## src/rtl/mem_stage.sv

```systemverilog
// mem_stage: memory-access stage of the 8-bit RISC-V pipeline.
// Performs loads/stores against an internal byte-wide RAM, resolves
// conditional branches and registers the MEM/WB pipeline outputs.
// After every reset the RAM is cleared one byte per cycle; mem_busy
// stays high for the whole clear so the hazard unit can stall upstream.
//
// Flow control: there is no valid/ready pair on this stage. Every cycle in
// RUN it consumes exactly one EX/MEM entry and produces one MEM/WB entry;
// stalling the pipeline while mem_busy is high is the hazard unit's job.
// While clearing (INIT), EX/MEM inputs are ignored and bubbles are emitted.
module mem_stage #(
  parameter int PC_SIZE    = 10,
  parameter int ADDR_WIDTH = 8
) (
  input  logic                  clock,
  input  logic                  reset,
  input  logic [PC_SIZE-1:0]    PC_jump_in,
  input  logic                  zero_in,
  input  logic [7:0]            ALU_result_in,
  input  logic [7:0]            write_data_in,
  input  logic [4:0]            write_register_in,
  input  logic                  branch_in,
  input  logic                  mem_read_in,
  input  logic                  mem_write_in,
  input  logic                  mem_to_reg_in,
  input  logic                  reg_write_in,
  output logic [7:0]            ex_mem_alu_result,
  output logic                  pc_src,
  output logic [PC_SIZE-1:0]    PC_branch,
  output logic [7:0]            read_data,
  output logic [7:0]            ALU_result_out,
  output logic [4:0]            write_register_out,
  output logic                  mem_to_reg_out,
  output logic                  reg_write_out,
  output logic                  mem_busy,
  output logic                  dbg_state
);

  localparam int DEPTH = 1 << ADDR_WIDTH;

  typedef enum logic {
    ST_INIT = 1'b0,
    ST_RUN  = 1'b1
  } state_e;

  state_e                  r_state;
  state_e                  w_state_next;
  logic [ADDR_WIDTH-1:0]   r_init_addr;
  logic [7:0]              r_mem [0:DEPTH-1];

  logic [ADDR_WIDTH-1:0]   w_addr;
  logic                    w_init_last;
  logic                    w_mem_we;
  logic [ADDR_WIDTH-1:0]   w_mem_waddr;
  logic [7:0]              w_mem_wdata;
  logic [7:0]              w_load_data;
  logic                    w_pc_src;

  // Upper address bits are ignored so accesses wrap modulo the RAM depth.
  assign w_addr      = ALU_result_in[ADDR_WIDTH-1:0];
  assign w_init_last = (r_init_addr == {ADDR_WIDTH{1'b1}});

  // Combinational pass-throughs for forwarding and the PC mux.
  assign ex_mem_alu_result = ALU_result_in;
  assign PC_branch         = PC_jump_in;
  assign pc_src            = w_pc_src;

  // Moore status: busy exactly while the clear sequencer owns the RAM.
  assign mem_busy  = (r_state == ST_INIT);
  assign dbg_state = r_state;

  // State register; reset always restarts the clear.
  always_ff @(posedge clock) begin
    if (reset) begin
      r_state <= ST_INIT;
    end else begin
      r_state <= w_state_next;
    end
  end

  // Next state, RAM write port select and branch decision.
  always_comb begin
    w_state_next = r_state;
    w_mem_we     = 1'b0;
    w_mem_waddr  = w_addr;
    w_mem_wdata  = write_data_in;
    w_pc_src     = 1'b0;
    case (r_state)
      ST_INIT: begin
        // Clearing owns the write port; EX/MEM stores are dropped.
        if (!reset) begin
          w_mem_we    = 1'b1;
          w_mem_waddr = r_init_addr;
          w_mem_wdata = 8'h00;
          if (w_init_last) begin
            w_state_next = ST_RUN;
          end
        end
      end
      ST_RUN: begin
        w_pc_src = branch_in & zero_in;
        if (!reset && mem_write_in) begin
          w_mem_we    = 1'b1;
          w_mem_waddr = w_addr;
          w_mem_wdata = write_data_in;
        end
      end
      default: begin
        w_state_next = ST_INIT;
      end
    endcase
  end

  // Clear pointer: walks the whole RAM once per reset, then wraps to 0.
  always_ff @(posedge clock) begin
    if (reset) begin
      r_init_addr <= '0;
    end else if (r_state == ST_INIT) begin
      r_init_addr <= r_init_addr + 1'b1;
    end
  end

  // Single write port; no reset on the array, the sequencer clears it.
  always_ff @(posedge clock) begin
    if (w_mem_we) begin
      r_mem[w_mem_waddr] <= w_mem_wdata;
    end
  end

  // Asynchronous read sees pre-edge contents, so a same-address
  // load+store returns the old byte.
  always_comb begin
    w_load_data = 8'h00;
    if ((r_state == ST_RUN) && mem_read_in) begin
      w_load_data = r_mem[w_addr];
    end
  end

  // MEM/WB pipeline registers; bubbles during reset and clearing.
  always_ff @(posedge clock) begin
    if (reset || (r_state == ST_INIT)) begin
      read_data          <= 8'h00;
      ALU_result_out     <= 8'h00;
      write_register_out <= 5'd0;
      mem_to_reg_out     <= 1'b0;
      reg_write_out      <= 1'b0;
    end else begin
      read_data          <= w_load_data;
      ALU_result_out     <= ALU_result_in;
      write_register_out <= write_register_in;
      mem_to_reg_out     <= mem_to_reg_in;
      reg_write_out      <= reg_write_in;
    end
  end

endmodule

```

## config.mk

```make
export PLATFORM = sky130hd
export DESIGN_NAME = mem_stage
export DESIGN_NICKNAME = d
export VERILOG_FILES = /design/src/rtl/mem_stage.sv
export SDC_FILE = /design/constraint.sdc
export NUM_CORES = 2
export LEC_CHECK = 0
export ABC_AREA = 1
export BUFFER_PORTS_ARGS = -buffer_cell sky130_fd_sc_hd__buf_2
export CAP_MARGIN = 20
export CORE_MARGIN = 2
export CORE_UTILIZATION = 50
export DETAILED_ROUTE_END_ITERATION = 10
export GPL_TIMING_DRIVEN = 0
export PLACE_DENSITY = 0.65
export REMOVE_ABC_BUFFERS = 1
export SKIP_LAST_GASP = 1
export SLEW_MARGIN = 30
export SYNTH_ARGS = -nofsm -noshare
export SYNTH_HDL_FRONTEND = slang
export SYNTH_SLANG_ARGS = --single-unit
```

## constraint.sdc

```tcl
create_clock -name clock -period 10.3 [get_ports clock]
set_clock_uncertainty 0.05 [all_clocks]
set_input_delay 2.06 -clock clock [delete_from_list [all_inputs] [get_ports clock]]
set_output_delay 2.06 -clock clock [all_outputs]
set_load 0.005 [all_outputs]
```

Word level (Yosys, flattened, before mapping)
Memory sizes are Yosys's and may differ from the RTL's. A register that Yosys moved wholly into a read port is not among the register bits.
Cells that the tools add are included.
- add/sub/neg operators: 1
- reduce and logical (&&, ||, !) cells: 5
- muxes and demuxes: 12
- bitwise gates (word level): 3
- equality and inequality tests: 1
- operators with widths (kind ; number):
    one-hot mux 8 bit (2 select lines) ; 2
    2-to-1 mux 8 bit ; 2
    adder 8 x 1 -> 8 bit (second input constant) ; 1
    equality test 8 bit (second input constant) ; 1
    2-to-1 mux 1 bit ; 7
    logical AND 1 bit ; 2
    NOT 1 bit ; 2
    one-hot mux 1 bit (2 select lines) ; 1
    OR reduction 2 bit ; 1
    AND 1 bit ; 1
    zero test 1 bit ; 1
    logical OR 1 bit ; 1
- register bits: 24
- bits in writable memories: 2048
- output and inout port bits: 44
- memories kept: 1
- memories (name ; words ; width ; rd ports ; clocked after Yosys merged registers in ; write ports ; line ; RTL):
    r_mem ; 256 ; 8 ; 1 ; 1 ; 1 ; 49 ; logic [7:0] r_mem [0:DEPTH-1];

Logic depth before layout (Yosys ltp)
- word-level depth: 6
- gate-level depth with buffers: 15
- mapped depth without buffers: 11

Worst setup path after synthesis
OpenSTA, ideal clock, no wires.
- kind: input-to-reg
- from: input reset
- to: memory r_mem[0][0], data pin
- stages on the path: 3
- arrival time: 8.172 ns
- setup slack: 0.689 ns
- path through: nor2_4 -> buf_2 -> nor2_1
- word-level cells in the longest chain between the ends: 2
- ends and longest elaborated chain (item ; line ; RTL):
    start, declared ; 16 ; input logic reset,
    2-to-1 mux 8 bit ; 91 ; if (!reset) begin
    one-hot mux 8 bit (2 select lines) ; 88 ; case (r_state)
    via w_mem_wdata[0] ; 55 ; logic [7:0] w_mem_wdata;
    end, declared ; 49 ;
The timed path passes the listed nets, and every way through them passes these cells.

==> results.yml <==
yosys:
  synth_xor_area_frac: 0
  ys_warn_count: 0
  synth_compound_area_frac: 0.00547
  synthMuxAreaShare: 0
  synthAdderAreaFrac: 0.000148
  synth.ff_latch_count: 2080
  syn_area_mm2: 0.0844
  syn_area_per_cell_um2: 11.8
  synth_cell_type_count: 27
  synth-simple-area-share: 0.226
  synth_top_family_by_area: "simple AND/OR/NAND/NOR gates"
  syn_inst: 7168
  ys_seq_area_frac: 0.736
worst_setup_path:
  rr_startpoint: "dbg_state"
  reg2reg_depth: 7
  startpoint_type: "primary input"
  cp_num_buf_inv: 7
  end_kind: "flip-flop"
  worstPathMaxFanout: 153
  cp_data_arrival_time_ns: 6.73
  path_class: "in2reg"
  worstPathRequired_ns: 10.98
  cp_slowest_cell: "buf_16"
  max_stage_delay_ns: 0.50
  r2r-end: "r_mem[47][5]"
  critPathTopFamily: "buffers and inverters"
  cp_num_cells: 17
  reg2reg_slack_ns: 6.32
  crit_chain: "buf_12, buf_16, buf_16, inv_16, buf_16, buf_16, buf_16, nand2_1, nand3_1, nand3_1, nand3_1, nand3_1, nand3_1, nand2_1, nor2_1, nor2_1, nor2_1"
floorplanning:
  boundaryPins: 83
  initial_core_util: 0.504
  fp.coreArea_mm2: 0.167
  dieArea_mm2: 0.172
  die_w_um: 415
  fp-row-count: 150
  dieHeight_um: 415
power:
  power_density_mw_per_mm2: 187
  power_frac_comb: 0.066
  p_sw_frac: 0.221
  ir_worst_vdd_mv: 0.193
  p_sw_uw: 3940
  finalPower_uw: 17800
  clkPwrFrac: 0.411
  power_leakage_uw: 0.0334
  power.internal_uw: 13900
  sequentialPowerShare: 0.523
timing:
  finalSetupTns_ns: 0
  setup-violations-final: 0
  finalHoldViolCount: 0
  slew_headroom: 0.351
  finalMaxSlewViolations: 0
  max_freq_ghz: 0.165
  fin_crit_sh: 0.588
  worst_pin_slew_ns: 0.970
  min_period_ns: 6.06
  rsz0062_at_grt: "no"
clocking:
  clk_pin_slew_worst_paths_ns: 0.06
  post_cts_resize_count: 0
  cts_hold_buffers: 0
  cts_setup_buffers: 0
  clk_path_buf_depth: 3
  cts_tree: "yes"
  clock_latency_ns: 0.86
  cts_root_buf: "clkbuf_16"
  clock-sinks: 2080
  cts_max_level: 4
  cts_buffers: 199
grt:
  grt_pass1_vias: 51948
  grt_antenna_before_repair: 9
  grt_use_total: 0.255
  grt_pass1_wl_mm: 332
  grt_max_degree: 157
  grt-ovfl-total: 0
min_path:
  holdPathStages: 2
  min_to: "dbg_state"
  hold_path.startpoint: "r_init_addr[6]"
  hp-class: "reg2reg"
placed_design:
  dpl-instance-area_mm2: 0.0888
  place.gp.congestion: 0.948
  port_buffers: 62
  dp_hpwl_mm: 132
  place_inst: 9060
routing:
  vias: 55037
  final_antenna_net_count: 0
  first_pass_iters: 6
  post_drt_wl_per_cell_um: 23.6
  wirelength_mm: 223
  drtIter0Drc: 7085
  drc_errors: 0
  viasPerCell: 5.84
flow_run:
  cap_violations: 0
final_layout:
  drive_gt1_frac: 0.0738
  multiInputGateArea_mm2: 0.0198
  nets: 7097
  postLayoutCellArea_mm2: 0.0953
  seq_area_mm2: 0.0621
  syn2layout_area_growth_pct: 12.9
  stdcell_count: 9431
  fill_cells: 13208
outcome:
  status: "finished clean"
cell type report:
class,count,share of cell area
diodes,8,0.000210
clock buffers,254,0.0563
clock inverters,109,0.0118
inverters,65,0.00299
multi-input cells,4518,0.207
flip-flops and latches,2080,0.652
well taps,2204,0.0289
repair buffers,193,0.0405
sequential cells by signal, summed over array words and instances (netlist names):
signal              flops
write_register_out      5
r_mem                2048
r_init_addr             8
read_data               8
dbg_state               1
ALU_result_out          8
mem_to_reg_out          1
reg_write_out           1
how the worst max path moves through the flow:
stage / to / start
after global routing: read_data[1] / ALU_result_in[0]
after global placement: r_mem[225][0] / ALU_result_in[0]
after floorplan: read_data[0] / ALU_result_in[1]
after CTS: read_data[3] / ALU_result_in[0]
final: read_data[1] / ALU_result_in[0]
after detailed placement: read_data[3] / ALU_result_in[0]
layer usage:
metal / up-vias / global-route usage / share of wire
met2: 2609 / 0.406 / 0.48
li1: 25174 / - / -
met5: - / 0 / 0
met3: 442 / 0.0421 / 0.086
met1: 26812 / 0.350 / 0.40
met4: 0 / 0.104 / 0.040
logic make-up (layout without fill, tap and decap cells):
logic type | after synthesis | count (layout)
simple gates | 4433 | 4433
flops | 2080 | 2080
buf+inv | 570 | 621
compound gates | 84 | 84
fa+ha+maj | 1 | 1
other cells | 0 | 8
cell usage in the layout, fill, tap and decap left out, drive strengths merged, types with 32 or more instances in the layout:
cell    count
buf       193
clkbuf    254
clkinv     82
dfxtp      32
edfxtp   2048
inv        68
nand2    2098
nand3    1930
nor2      397
o21ai      45
power groups by stage:
stage | combinational, µW | clock [µW] | sequential, µW
final | 1170 | 7310 | 9310
after detailed placement | 1160 | 0 | 9490
after floorplan | 565 | 0 | 9530
after global routing | 1260 | 7690 | 9310
after CTS | 1160 | 7380 | 9310
after global placement | 1210 | 0 | 9600
cell usage after synthesis, drive strengths merged:
| cell type | instances | area, µm² |
|---|---|---|
| o21ai | 45 | 240 |
| edfxtp | 2048 | 61500 |
| o31ai | 1 | 7.51 |
| o22ai | 16 | 100 |
| nand4 | 1 | 6.26 |
| nor2 | 397 | 1510 |
| clkinv | 3 | 11.3 |
| inv | 62 | 238 |
| ha | 1 | 12.5 |
| clkbuf | 96 | 360 |
| buf | 409 | 2110 |
| nand2 | 2098 | 7880 |
| a21oi | 22 | 114 |
| dfxtp | 32 | 641 |
| nand3 | 1930 | 9660 |
| nor3 | 7 | 40.0 |
worst min-delay path, delay by kind of cell, from the launching register on:
family	cells	cell delay, ns
AND/OR/NAND/NOR	1	0.08
AO/OA/AOI/OAI	1	0.07
flip-flops	1	0.32
per-stage QoR:
stage	setup slack, ns	hold WS [ns]	utilization
global placement	-42.03	0.436	0.508
global route	4.03	0.505	0.569
floorplan	-0.517	0.417	-
CTS	4.48	0.466	0.569
detailed placement	3.59	0.456	0.530
finish	4.24	0.480	0.569
Note: power is estimated with default switching activity, not from simulation.
